`config.mk`:
```
export PLATFORM = sky130hd
export DESIGN_NAME = pipe_ctrl
export DESIGN_NICKNAME = d
export VERILOG_FILES = /design/src/rtl/pipe_ctrl_pkg.sv /design/src/rtl/pipe_ctrl_stall_perf_cnt.sv /design/src/rtl/pipe_ctrl.sv
export SDC_FILE = /design/constraint.sdc
export NUM_CORES = 1
export LEC_CHECK = 0
export ABC_AREA = 1
export CORE_AREA = 2 2 48 50
export DETAILED_ROUTE_END_ITERATION = 12
export DIE_AREA = 0 0 50 52
export GPL_TIMING_DRIVEN = 0
export PLACE_DENSITY = 0.72
export SKIP_CTS_REPAIR_TIMING = 1
export SLEW_MARGIN = 40
export SYNTH_ARGS = -nofsm -noshare
export SYNTH_HDL_FRONTEND = slang
export SYNTH_HIERARCHICAL = 1
export SYNTH_SLANG_ARGS = --single-unit
```
`constraint.sdc`:
```
create_clock -name clk -period 2.1 [get_ports clk]
set_clock_uncertainty 0.05 [all_clocks]
set_input_delay 0.42 -clock clk [delete_from_list [all_inputs] [get_ports clk]]
set_output_delay 0.42 -clock clk [all_outputs]
set_load 0.02 [all_outputs]
```
`src/rtl/pipe_ctrl_pkg.sv`:
```
// Shared definitions for the pipeline stall controller: stall bus encodings,
// reset polarity, FSM state encoding and the RUN-state decision helper.
package pipe_ctrl_pkg;

    localparam int STALL_BUS = 6;

    localparam logic STALL_ENABLE  = 1'b1;
    localparam logic STALL_DISABLE = 1'b0;
    localparam logic RST_ENABLE    = 1'b0;

    // Bit order is {wb, mem, ex, id, if, pc}; bit 0 stalls the PC.
    localparam logic [STALL_BUS-1:0] STALL_MEMW = 6'b011111;
    localparam logic [STALL_BUS-1:0] STALL_EXW  = 6'b001111;
    localparam logic [STALL_BUS-1:0] STALL_IDW  = 6'b000111;
    localparam logic [STALL_BUS-1:0] STALL_NONE = 6'b000000;

    typedef enum logic [1:0] {
        ST_RUN      = 2'd0,
        ST_EX_WAIT  = 2'd1,
        ST_MEM_WAIT = 2'd2
    } state_e;

    // Returns {ex_mc_done, ctrl_stall} for a cycle decided under RUN rules.
    function automatic logic [STALL_BUS:0] run_eval(input logic       memwait,
                                                    input logic       start,
                                                    input logic [5:0] n,
                                                    input logic       idreq);
        logic [STALL_BUS:0] r;
        r = {1'b0, STALL_NONE};
        if (memwait) begin
            r = {1'b0, STALL_MEMW};
        end else if (start && (n <= 6'd1)) begin
            r = {1'b1, (idreq ? STALL_IDW : STALL_NONE)};
        end else if (start) begin
            r = {1'b0, STALL_EXW};
        end else if (idreq) begin
            r = {1'b0, STALL_IDW};
        end else begin
            r = {1'b0, STALL_NONE};
        end
        return r;
    endfunction

    function automatic logic [5:0] dec_sat(input logic [5:0] v);
        return (v == 6'd0) ? 6'd0 : (v - 6'd1);
    endfunction

endpackage

```
`src/rtl/pipe_ctrl_stall_perf_cnt.sv`:
```
// Saturating count of cycles in which the PC is stalled.
// Present only when STALL_PERF_EN is defined.
`ifdef STALL_PERF_EN
module stall_perf_cnt
    import pipe_ctrl_pkg::*;
(
    input  logic        clk,
    input  logic        rst,
    input  logic        inc_i,
    output logic [31:0] count_o
);

    logic [31:0] count_q;
    logic [31:0] count_d;

    // Next count: advance on a stalled cycle, hold once all ones.
    always_comb begin
        count_d = count_q;
        if (inc_i && (count_q != 32'hFFFF_FFFF)) begin
            count_d = count_q + 32'd1;
        end else begin
            count_d = count_q;
        end
    end

    // Counter register with synchronous reset.
    always_ff @(posedge clk) begin
        if (rst == RST_ENABLE) begin
            count_q <= 32'd0;
        end else begin
            count_q <= count_d;
        end
    end

    assign count_o = count_q;

endmodule
`endif

```
`src/rtl/pipe_ctrl.sv`:
```
// Pipeline stall controller: load-use, multi-cycle EX and memory-wait stalls.
// Optional macro STALL_PERF_EN adds the perf_stall_cnt output.
module pipe_ctrl
    import pipe_ctrl_pkg::*;
(
    input  logic                 clk,
    input  logic                 rst,
    input  logic                 id_stallreq,
    input  logic                 ex_mc_start,
    input  logic [5:0]           ex_mc_cycles,
    input  logic                 mem_req,
    input  logic                 mem_ack,
`ifdef STALL_PERF_EN
    output logic [31:0]          perf_stall_cnt,
`endif
    output logic [STALL_BUS-1:0] ctrl_stall,
    output logic                 ex_mc_done,
    output logic                 busy
);

    state_e             state_q;
    state_e             state_d;
    logic [5:0]         cnt_q;
    logic [5:0]         cnt_d;
    logic               memwait_s;
    logic               eval_run_s;
    logic [STALL_BUS:0] out_s;

    assign memwait_s  = mem_req & ~mem_ack;
    // An acknowledged MEM_WAIT cycle is decided exactly like a RUN cycle.
    assign eval_run_s = (state_q == ST_RUN) || ((state_q == ST_MEM_WAIT) && mem_ack);

    // State and countdown registers.
    always_ff @(posedge clk) begin
        if (rst == RST_ENABLE) begin
            state_q <= ST_RUN;
            cnt_q   <= 6'd0;
        end else begin
            state_q <= state_d;
            cnt_q   <= cnt_d;
        end
    end

    // Next-state and countdown logic.
    always_comb begin
        state_d = state_q;
        cnt_d   = cnt_q;
        if (eval_run_s) begin
            if (memwait_s) begin
                state_d = ST_MEM_WAIT;
            end else if (ex_mc_start && (ex_mc_cycles >= 6'd2)) begin
                state_d = ST_EX_WAIT;
                cnt_d   = ex_mc_cycles - 6'd2;
            end else begin
                state_d = ST_RUN;
            end
        end else if (state_q == ST_EX_WAIT) begin
            cnt_d = dec_sat(cnt_q);
            if (!memwait_s && (cnt_q == 6'd0)) begin
                state_d = ST_RUN;
            end else begin
                state_d = ST_EX_WAIT;
            end
        end else if (state_q == ST_MEM_WAIT) begin
            state_d = ST_MEM_WAIT;
        end else begin
            state_d = ST_RUN;
            cnt_d   = 6'd0;
        end
    end

    // Same-cycle stall vector and done pulse; silenced while reset is held.
    always_comb begin
        out_s = {1'b0, STALL_NONE};
        if (rst == RST_ENABLE) begin
            out_s = {1'b0, STALL_NONE};
        end else begin
            case (state_q)
                ST_RUN: begin
                    out_s = run_eval(memwait_s, ex_mc_start, ex_mc_cycles, id_stallreq);
                end
                ST_EX_WAIT: begin
                    if (memwait_s) begin
                        out_s = {1'b0, STALL_MEMW};
                    end else if (cnt_q != 6'd0) begin
                        out_s = {1'b0, STALL_EXW};
                    end else begin
                        out_s = {1'b1, STALL_NONE};
                    end
                end
                ST_MEM_WAIT: begin
                    if (!mem_ack) begin
                        out_s = {1'b0, STALL_MEMW};
                    end else begin
                        out_s = run_eval(1'b0, ex_mc_start, ex_mc_cycles, id_stallreq);
                    end
                end
                default: begin
                    out_s = {1'b0, STALL_NONE};
                end
            endcase
        end
    end

    assign ctrl_stall = out_s[STALL_BUS-1:0];
    assign ex_mc_done = out_s[STALL_BUS];
    assign busy       = (rst != RST_ENABLE) && (state_q != ST_RUN);

`ifdef STALL_PERF_EN
    stall_perf_cnt u_perf (
        .clk     (clk),
        .rst     (rst),
        .inc_i   (ctrl_stall[0]),
        .count_o (perf_stall_cnt)
    );
`endif

endmodule

```
==> results.yml, run 1 <==
finish:
  layout_common_cells: "sky130_fd_sc_hd__nand2_1, sky130_fd_sc_hd__nor2_1, sky130_fd_sc_hd__nand3_1, sky130_fd_sc_hd__dlymetal6s2s_1, sky130_fd_sc_hd__inv_1"
  register_area_um2: 161.4
  postLayoutCellArea_um2: 1131
  layout.cells.most_common: "sky130_fd_sc_hd__nand2_1"
  final_net_count: 170
  finish.cell_count_without_fillers: 181
  multi_input_comb_area_um2: 590.6
  drive_gt1_share_pct: 28.10
  signed_area_change_from_the_synthesized_netlist_to_the_final_layout_pct: 45.10
  n_antenna_cell: 0
  n_fill_cell: 199
sta:
  fin_crit_sh_pct: 98.04
  layout_min_cycle_time_ns: 2.059
  slew_violations: 0
  final-hold-violation-count: 0
  fmax_mhz: 485.7
  setup_viol: 0
  tns_ns: 0
setup_path:
  start_kind: "input pin"
  worstPathArrival_ns: 1.59
  worst_path_most_repeated_cell: "sky130_fd_sc_hd__dlymetal6s2s_1"
  crit_slowest_cell: "sky130_fd_sc_hd__dlymetal6s2s_1"
  setup.worst_path.class: "in2out"
  path_max_fanout: 3
  crit_path_cell_trace: "dlymetal6s2s_1, nor2_2, nand3_2, buf_4, nor2_1, nand3_1, a21oi_1, dlymetal6s2s_1"
  max_incr_delay_on_cp_ns: 0.24
  worst_ep_required_time_ns: 1.63
  worst_setup_path_end_kind: "output port"
  timing.reg2reg.setup_slack_ns: 0.73
  worst_r2r_path_depth: 9
  capturing_point_of_the_worst_reg2reg_path: "cnt_q[4]$_SDFFE_PN0P_"
  worst_r2r_startpoint: "cnt_q[0]$_SDFFE_PN0P_"
route:
  antenna_violating_nets_post_route: 0
  post-route-drc-count: 0
  drtPass1Iterations: 4
  top_layer: "met4"
  drt-initial-drc-count: 22
  detailroute.wirelength.met3_um: 41
  vias_per_cell: 4.691
  wl_met2_um: 1089
  routed-via-count: 849
  met1_length_um: 933
  wl_per_cell_um: 11.55
  route.final.wire_length_um: 2091
hold_path:
  min_path_type: "in2reg"
  timing.hold.worst_endpoint: "cnt_q[0]$_SDFFE_PN0P_"
  hold_path_startpoint: "rst"
  whs_path_depth: 3
floorplan:
  die_y_um: 52
  coreArea_um2: 2106
  die_area_um2: 2600
  floorplan.die.width_um: 50
  num_io_pins: 20
  initial_core_util_pct: 37.02
  row_count: 17
power:
  power.internal_mw: 0.3742
  p_per_area_nw_per_um2: 561.2
  ir_worst_vdd_v: 0.0003157
  clock_power_share_pct: 18.7
  share_of_power_burned_in_registers_pct: 30.5
  netSwitchingFraction_pct: 41.05
  total_leakage_power_nw: 0.6613
  share_comb_of_total_power_pct: 50.9
  netSwitchingPower_mw: 0.2606
synthesis:
  synth-seq-area-share_pct: 20.55
  synthDominantCellAreaShare_pct: 20.55
  synth_seq_cells: 8
  main_combinational_cell_family_by_area_after_synthesis: "simple AND/OR/NAND/NOR gates"
  post_synth_mux_area_share_pct: 0
  yosysUniqueCellTypes: 28
  syn-num-nets: 144
  synth_top_area_cell: "sky130_fd_sc_hd__dfxtp_1"
  synth.yosys.warnings: 6
  compound_cell_area_share_of_the_yosys_netlist_pct: 7.705
  post_synth_instance_area_um2: 779.5
  synthSimpleGateAreaFrac_pct: 50.24
  post_synth_fa_ha_maj_area_fraction_pct: 4.815
  synthesis.instances: 129
  synth.top_cells.by_area: "sky130_fd_sc_hd__dfxtp_1, sky130_fd_sc_hd__nand2_1, sky130_fd_sc_hd__nor2_1"
  synth.avg_cell_area_um2: 6.043
  synth-xor-area-share_pct: 3.371
grt:
  globalRoute.totalOverflow: 0
  antenna_found_initial: 0
  grt_first_pass_wirelength_um: 3063
  vias_in_the_first_global_route: 766
  overall_fraction_of_global_route_tracks_in_use_pct: 15.53
  grt_max_degree: 10
cts:
  root_buffer: "sky130_fd_sc_hd__clkbuf_4"
  cts.reportedPaths.clkPinSlew_ns: 0.05
  htree_num_levels: 1
  clock_path_buffers: 2
  tritoncts: "done"
  clock_sink_count: 8
  clk_latency_ns: 0.26
  cts_made_buffers: 3
placement:
  place.detailed.hpwl_um: 1495
  placed_cells_incl_taps: 174
  gpl_wtd_cong: 0.8159
  place_area_um2: 984.7
  port_buffers: 17
outcome:
  outcome: "completed"
run:
  max_cap_viol_count: 0
-- per-stage QoR --
step / hold WS, ns / total power, mW / setup slack (ns) / util (%)
after floorplan: 0.4376 / 0.3905 / 0.2299 / -
after global placement: 0.4745 / 0.4690 / -0.6999 / 46.76
after detailed placement: 0.4774 / 0.4760 / -0.7361 / 46.76
after CTS: 0.4872 / 0.5958 / -0.7334 / 47.83
after global routing: 0.4648 / 0.6811 / -0.007999 / 53.71
final: 0.4611 / 0.6348 / 0.04111 / 53.71
-- kinds of logic after synthesis --
logic type	count (synthesis)
simple gates	80
buf+inv	23
compound gates	11
flops	8
xor+xnor	3
fa+ha+maj	3
other cells	1
-- routing by layer --
layer | GRT usage, % | vias up
li1 | - | 454
met1 | 18.12 | 375
met2 | 26.32 | 16
met3 | 2.586 | 4
met4 | 9.722 | 0
met5 | 0 | -
-- sequential cells by signal, summed over array words and instances, names as in the netlist --
signal and flops:
cnt_q 6, state_q 2
-- worst max-delay path by stage --
stage / from / endpoint / slack, ns / cells after the start
6_report: ex_mc_cycles[3] / ex_mc_done / 0.04 / 8
5_1_grt: cnt_q[1]$_SDFFE_PN0P_ / ctrl_stall[2] / -0.008 / 9
4_1_cts: ex_mc_cycles[3] / ctrl_stall[1] / -0.73 / 11
3_5_place_dp: ex_mc_cycles[3] / ctrl_stall[1] / -0.74 / 11
3_3_place_gp: mem_ack / ctrl_stall[2] / -0.70 / 10
2_1_floorplan: ex_mc_cycles[2] / ctrl_stall[1] / 0.23 / 9
-- synth_stat cells --
library cell	count
sky130_fd_sc_hd__nand2_1	28
sky130_fd_sc_hd__nor2_1	25
sky130_fd_sc_hd__inv_1	14
sky130_fd_sc_hd__nand3_1	14
sky130_fd_sc_hd__dfxtp_1	8
sky130_fd_sc_hd__inv_2	4
sky130_fd_sc_hd__a21oi_1	3
sky130_fd_sc_hd__buf_4	3
sky130_fd_sc_hd__ha_1	3
sky130_fd_sc_hd__nand2_4	3
sky130_fd_sc_hd__o21ai_1	3
sky130_fd_sc_hd__nand2_2	2
sky130_fd_sc_hd__o21ai_0	2
sky130_fd_sc_hd__o22ai_1	2
sky130_fd_sc_hd__xnor2_1	2
sky130_fd_sc_hd__a211oi_1	1
sky130_fd_sc_hd__clkbuf_1	1
sky130_fd_sc_hd__conb_1	1
sky130_fd_sc_hd__inv_4	1
sky130_fd_sc_hd__nand3_2	1
sky130_fd_sc_hd__nand3_4	1
sky130_fd_sc_hd__nand3b_1	1
sky130_fd_sc_hd__nand4_1	1
sky130_fd_sc_hd__nand4_2	1
sky130_fd_sc_hd__nor2_2	1
sky130_fd_sc_hd__nor2_4	1
sky130_fd_sc_hd__nor3_1	1
sky130_fd_sc_hd__xor2_1	1
-- layout make-up --
type                       instances  share of cell area, %
clock buffer                       3                  1.991
multi-input combinational         98                  52.21
tap                               28                  3.097
sequential                         8                  14.27
inverter                          19                  6.527
timing repair buffer              21                  19.47
buffer                             4                  2.434
-- power by group through the flow --
stage | Combinational [mW] | Sequential [mW] | Clock (mW)
after floorplan | 0.202 | 0.188 | 0
after global placement | 0.277 | 0.192 | 0
after detailed placement | 0.284 | 0.192 | 0
after CTS | 0.285 | 0.189 | 0.122
after global routing | 0.358 | 0.196 | 0.127
final | 0.323 | 0.193 | 0.118
-- critical path: cells and delay by family --
family	cells	cell delay, ns
buffers and inverters	3	0.56
AOI/OAI and AO/OA	1	0.14
and+or+nand+nor	4	0.47
Note: power is estimated with default switching activity, not from simulation.
==> run 2, diff against run 1 <==
--- a/config.mk
+++ b/config.mk
@@ -11,6 +11,7 @@
 export DIE_AREA = 0 0 50 52
 export GPL_TIMING_DRIVEN = 0
 export PLACE_DENSITY = 0.72
+export SETUP_SLACK_MARGIN = 0.4
 export SKIP_CTS_REPAIR_TIMING = 1
 export SLEW_MARGIN = 40
 export SYNTH_ARGS = -nofsm -noshare
==> constraint.sdc (replaced) <==
create_clock -name clk -period 2.6 [get_ports clk]
set_clock_uncertainty 0.05 [all_clocks]
set_input_delay 0.52 -clock clk [delete_from_list [all_inputs] [get_ports clk]]
set_output_delay 0.52 -clock clk [all_outputs]
set_load 0.02 [all_outputs]
==> run 2 against run 1 <==
Critical path depth unchanged. Sequential share of layout area up 0.22 points. Power down 18%. Global-route usage unchanged. Combinational power down 18%. Cell area down 1.5%. Sequential power down 19%.
==> results.yml, run 2 (synthesized netlist as in run 1, its figures left out) <==
outcome:
  outcome: "completed"
placement:
  port_buffers: 17
  place_worst_setup_slack_ns: -0.4361
  placed_cells_incl_taps: 174
  gpl_wtd_cong: 0.8159
  place.detailed.hpwl_um: 1495
route:
  wl_per_cell_um: 11.25
  drtPass1Iterations: 4
  post-route-drc-count: 0
  vias_per_cell: 4.724
  antenna_violating_nets_post_route: 0
  drt-initial-drc-count: 17
  route.final.wire_length_um: 2037
  routed-via-count: 855
cts:
  cts_made_buffers: 3
  root_buffer: "sky130_fd_sc_hd__clkbuf_4"
  cts.reportedPaths.clkPinSlew_ns: 0.05
  clock_path_buffers: 2
  tritoncts: "done"
  clock_sink_count: 8
  clk_latency_ns: 0.26
  htree_num_levels: 1
power:
  ir_worst_vdd_v: 0.0002648
  p_per_area_nw_per_um2: 464.6
  share_of_power_burned_in_registers_pct: 30.2
  total_leakage_power_nw: 0.6291
  share_comb_of_total_power_pct: 51.3
  netSwitchingPower_mw: 0.2120
  clock_power_share_pct: 18.5
  netSwitchingFraction_pct: 40.97
  power.internal_mw: 0.3054
setup_path:
  crit_slowest_cell: "sky130_fd_sc_hd__clkbuf_2"
  worst_r2r_path_depth: 9
  capturing_point_of_the_worst_reg2reg_path: "cnt_q[4]$_SDFFE_PN0P_"
  worst_setup_path_end_kind: "output port"
  max_incr_delay_on_cp_ns: 0.19
  worst_r2r_startpoint: "cnt_q[0]$_SDFFE_PN0P_"
  start_kind: "input pin"
  timing.reg2reg.setup_slack_ns: 1.23
  path_max_fanout: 3
  worstPathArrival_ns: 1.57
  crit_path_cell_trace: "dlymetal6s2s_1, inv_2, nand3_2, buf_4, nor2_1, nand3_1, a21oi_1, clkbuf_2"
  critical-path-top-delay-family: "buffers and inverters"
  setup.worst_path.class: "in2out"
  worst_ep_required_time_ns: 2.03
  path_buf_inv: 4
grt:
  grt_first_pass_wirelength_um: 3063
  globalRoute.totalOverflow: 0
  overall_fraction_of_global_route_tracks_in_use_pct: 15.53
  vias_in_the_first_global_route: 766
  antenna_found_initial: 0
  grt_max_degree: 10
finish:
  layout_common_cells: "sky130_fd_sc_hd__nand2_1, sky130_fd_sc_hd__nor2_1, sky130_fd_sc_hd__nand3_1"
  drive_gt1_share_pct: 31.37
  largest_register_ffs: 6
  signed_area_change_from_the_synthesized_netlist_to_the_final_layout_pct: 42.86
  n_antenna_cell: 0
  largestRegisters: "cnt_q (6), state_q (2)"
  layout.cells.most_common: "sky130_fd_sc_hd__nand2_1"
  finish.cell_count_without_fillers: 181
  largest-register: "cnt_q"
  final_net_count: 170
sta:
  slew_violations: 0
  fmax_mhz: 467.5
  fin_crit_sh_pct: 82.26
  post-route-worst-setup-slack_ns: 0.4611
  tns_ns: 0
  layout_min_cycle_time_ns: 2.139
  setup_repair_after_global_routing_missed_its_margin: "false"
  final-hold-violation-count: 0
  setup_viol: 0
floorplan:
  initial_core_util_pct: 37.02
  row_count: 17
  floorplan.die.width_um: 50
  die_area_um2: 2600
  coreArea_um2: 2106
  die_y_um: 52
  num_io_pins: 20
hold_path:
  hold_path_startpoint: "state_q[0]$_SDFF_PN0_"
  min_path_type: "reg2reg"
  whs_path_depth: 1
  timing.hold.worst_endpoint: "state_q[1]$_SDFF_PN0_"
run:
  max_cap_viol_count: 0
==> run 2: cell types whose count changed in the layout (fill, tap and decap cells not counted) <==
cell                              change
sky130_fd_sc_hd__buf_6                +2
sky130_fd_sc_hd__buf_2                -2
sky130_fd_sc_hd__clkbuf_2             +5
sky130_fd_sc_hd__nor2_4               +1
sky130_fd_sc_hd__dlymetal6s2s_1       -4
sky130_fd_sc_hd__clkdlybuf4s50_1      -1
sky130_fd_sc_hd__nor2_2               -1
==> run 2: stage by stage <==
step | util [%] | area [µm²] | hold WS [ns] | total power [mW]
after floorplan | - | 779.5 | 0.4376 | 0.3154
after global placement | 46.76 | 984.7 | 0.4745 | 0.3788
after detailed placement | 46.76 | 984.7 | 0.4774 | 0.3845
after CTS | 47.83 | 1007 | 0.4872 | 0.4812
after global routing | 52.88 | 1114 | 0.5393 | 0.5541
final | 52.88 | 1114 | 0.5038 | 0.5174
==> run 2: layer usage <==
layer | up-vias | routed length [µm] | GRT usage, %
li1 | 455 | - | -
met4 | 0 | 26 | 9.722
met5 | - | 0 | 0
met3 | 4 | 33 | 2.586
met1 | 381 | 931 | 18.12
met2 | 15 | 1045 | 26.32
==> run 2: worst max-delay path by stage <==
stage | startpoint | endpoint | slack (ns) | cells past startpoint
5_1_grt | ex_mc_cycles[4] | ctrl_stall[2] | 0.40 | 11
3_3_place_gp | mem_ack | ctrl_stall[2] | -0.40 | 10
2_1_floorplan | ex_mc_cycles[2] | ctrl_stall[1] | 0.53 | 9
3_5_place_dp | ex_mc_cycles[3] | ctrl_stall[1] | -0.44 | 11
6_report | ex_mc_cycles[1] | ex_mc_done | 0.46 | 8
4_1_cts | ex_mc_cycles[3] | ctrl_stall[1] | -0.43 | 11
==> run 2: area by class of cell <==
| class | instances | area [µm²] |
|---|---|---|
| inverters | 19 | 73.82 |
| repair buffers | 21 | 197.7 |
| clock buffers | 3 | 22.52 |
| multi-input cells | 98 | 595.6 |
| well taps | 28 | 35.03 |
| fillers | 201 | 992.2 |
| flip-flops and latches | 8 | 161.4 |
| plain buffers | 4 | 27.53 |
==> run 2: power groups by stage <==
stage | registers, mW | logic, mW | clock network [mW]
after floorplan | 0.152 | 0.163 | 0
after global placement | 0.155 | 0.224 | 0
after detailed placement | 0.155 | 0.229 | 0
after CTS | 0.153 | 0.230 | 0.0982
after global routing | 0.158 | 0.293 | 0.103
final | 0.156 | 0.266 | 0.0958
==> run 3, diff against run 2 <==
--- a/config.mk
+++ b/config.mk
@@ -10,7 +10,7 @@
 export DETAILED_ROUTE_END_ITERATION = 12
 export DIE_AREA = 0 0 50 52
 export GPL_TIMING_DRIVEN = 0
-export PLACE_DENSITY = 0.72
+export PLACE_DENSITY = 0.75
 export SETUP_SLACK_MARGIN = 0.4
 export SKIP_CTS_REPAIR_TIMING = 1
 export SLEW_MARGIN = 40
==> constraint.sdc (replaced) <==
create_clock -name clk -period 1.76 [get_ports clk]
set_clock_uncertainty 0.05 [all_clocks]
set_input_delay 0.352 -clock clk [delete_from_list [all_inputs] [get_ports clk]]
set_output_delay 0.352 -clock clk [all_outputs]
set_load 0.02 [all_outputs]
==> run 3 against run 2 <==
The flow now finishes with violations (negative setup slack). Flip-flop and latch count is the same. Clock-buffer cell count stayed put. Non-clock buffer count is 4 higher. Sequential power is 51% higher. Hold slack worse by 0.21 ns. Critical endpoint is now ctrl_stall[2]. Largest power group unchanged.
==> results.yml, run 3 (synthesized netlist as in run 1, its figures left out) <==
route:
  post-route-drc-count: 0
  drt-initial-drc-count: 23
  drtPass1Iterations: 4
  route.final.wire_length_um: 2202
  vias_per_cell: 4.854
  wl_per_cell_um: 11.90
  routed-via-count: 898
  antenna_violating_nets_post_route: 0
finish:
  n_antenna_cell: 0
  signed_area_change_from_the_synthesized_netlist_to_the_final_layout_pct: 64.69
  layout.cells.most_common: "sky130_fd_sc_hd__nand2_1"
  largest_register_ffs: 6
  finalCoreUtilization_pct: 60.96
  drive_gt1_share_pct: 42.04
  multi_input_comb_area_um2: 670.6
  layout_common_cells: "sky130_fd_sc_hd__nand2_1, sky130_fd_sc_hd__nor2_1, sky130_fd_sc_hd__nand3_1"
  largestRegisters: "cnt_q (6), state_q (2)"
  final_net_count: 174
  finish.cell_count_without_fillers: 185
  largest-register: "cnt_q"
  register_area_um2: 170.2
  n_fill_cell: 179
cts:
  clk_latency_ns: 0.26
  root_buffer: "sky130_fd_sc_hd__clkbuf_4"
  htree_num_levels: 1
  tritoncts: "done"
  cts.reportedPaths.clkPinSlew_ns: 0.06
  clock_sink_count: 8
  cts_made_buffers: 3
  clock_path_buffers: 2
grt:
  grt_max_degree: 10
  overall_fraction_of_global_route_tracks_in_use_pct: 15.77
  grt_first_pass_wirelength_um: 3174
  antenna_found_initial: 0
  globalRoute.totalOverflow: 0
  vias_in_the_first_global_route: 787
sta:
  layout_min_cycle_time_ns: 1.945
  final-hold-violation-count: 0
  fmax_mhz: 514.1
  setup_repair_after_global_routing_missed_its_margin: "true"
  setup_viol: 5
  tns_ns: -0.6922
  post-route-worst-setup-slack_ns: -0.1851
  slew_violations: 0
  fin_crit_sh_pct: 110.5
setup_path:
  max_incr_delay_on_cp_ns: 0.32
  start_kind: "flop"
  worst_setup_path_end_kind: "output port"
  crit_slowest_cell: "sky130_fd_sc_hd__dfxtp_2"
  path_buf_inv: 3
  worst_path_most_repeated_cell: "sky130_fd_sc_hd__buf_6"
  capturing_point_of_the_worst_reg2reg_path: "cnt_q[4]$_SDFFE_PN0P_"
  timing.reg2reg.setup_slack_ns: 0.42
  worst_r2r_startpoint: "cnt_q[0]$_SDFFE_PN0P_"
  worst_r2r_path_depth: 10
  critical-path-top-delay-family: "simple AND/OR/NAND/NOR gates"
  worst_ep_required_time_ns: 1.36
  setup.worst_path.class: "reg2out"
  worstPathArrival_ns: 1.54
  path_max_fanout: 3
  crit_path_cell_trace: "inv_2, ha_4, nand3_4, o21ai_4, nand3_2, nand2_2, nand2_4, buf_6, buf_6"
power:
  total_leakage_power_nw: 0.6587
  ir_worst_vdd_v: 0.0004166
  p_per_area_nw_per_um2: 650.2
placement:
  placed_cells_incl_taps: 174
  place.detailed.hpwl_um: 1554
  gpl_wtd_cong: 0.7576
  port_buffers: 17
floorplan:
  initial_core_util_pct: 37.02
  die_area_um2: 2600
  row_count: 17
  die_y_um: 52
  num_io_pins: 20
  floorplan.die.width_um: 50
  coreArea_um2: 2106
run:
  max_cap_viol_count: 0
outcome:
  outcome: "finished with violations"
  violations: "negative setup slack"
hold_path:
  min_path_type: "in2reg"
  timing.hold.worst_endpoint: "cnt_q[0]$_SDFFE_PN0P_"
  whs_path_depth: 3
  hold_path_startpoint: "rst"
-- run 3: changes by cell type in the layout (fill, tap and decap cells not counted), moves of 2 or more --
cell | before | now
sky130_fd_sc_hd__buf_6 | 2 | 10
sky130_fd_sc_hd__clkbuf_2 | 6 | 0
sky130_fd_sc_hd__nor2_1 | 22 | 17
sky130_fd_sc_hd__dfxtp_1 | 7 | 4
sky130_fd_sc_hd__nor2_2 | 2 | 5
sky130_fd_sc_hd__dfxtp_4 | 0 | 2
sky130_fd_sc_hd__inv_1 | 10 | 8
sky130_fd_sc_hd__nand2_2 | 3 | 1
sky130_fd_sc_hd__nand2_4 | 5 | 7
sky130_fd_sc_hd__nor2_4 | 3 | 5
-- run 3: layer usage --
layer	vias to the layer above	track usage [%]	routed length, µm
met1	398	20.03	949
met3	7	2.299	103
met2	30	26.32	1094
met5	-	0	0
met4	0	6.944	56
li1	463	-	-
-- run 3: cell type report --
class / instances / area share (%)
tap: 28 / 2.729
clock buffer: 3 / 1.754
multi-input combinational: 98 / 52.24
sequential: 8 / 13.26
timing repair buffer: 25 / 20.57
inverter: 19 / 6.238
buffer: 4 / 3.216
-- run 3: where the power goes --
group	leakage, nW	internal, mW	total, mW	switching [mW]
Clock	0.0138	0.0781	0.141	0.0634
Sequential	0.0682	0.205	0.236	0.0316
Combinational	0.577	0.208	0.457	0.249
-- run 3: worst reg2reg max path: cells and delay by family (launching register included) --
| kind | cells | cell delay (ns) |
|---|---|---|
| adders and majority gates | 1 | 0.14 |
| DFF | 1 | 0.32 |
| buffers and inverters | 3 | 0.28 |
| and+or+nand+nor | 5 | 0.36 |
| AOI/OAI and AO/OA | 1 | 0.07 |
-- run 3: worst max-delay path by stage --
stage | slack, ns | to | depth (start not counted) | startpoint
after global routing | -0.23 | ctrl_stall[1] | 9 | cnt_q[0]$_SDFFE_PN0P_
after global placement | -0.88 | ctrl_stall[2] | 11 | ex_mc_cycles[5]
after CTS | -0.92 | ctrl_stall[1] | 11 | ex_mc_cycles[5]
after detailed placement | -0.91 | ctrl_stall[2] | 11 | ex_mc_cycles[5]
after floorplan | 0.20 | ctrl_stall[1] | 9 | ex_mc_cycles[2]
final | -0.19 | ctrl_stall[2] | 9 | cnt_q[0]$_SDFFE_PN0P_
-- run 3: metrics by stage --
step	total power [mW]	cell area [µm²]	setup WS [ns]	hold WS, ns
floorplan	0.5103	875.8	0.2003	0.4217
global placement	0.6106	1081	-0.8837	0.4395
detailed placement	0.6176	1081	-0.9111	0.4426
CTS	0.7609	1104	-0.9213	0.3740
global route	0.8919	1284	-0.2350	0.3211
finish	0.8347	1284	-0.1851	0.2923
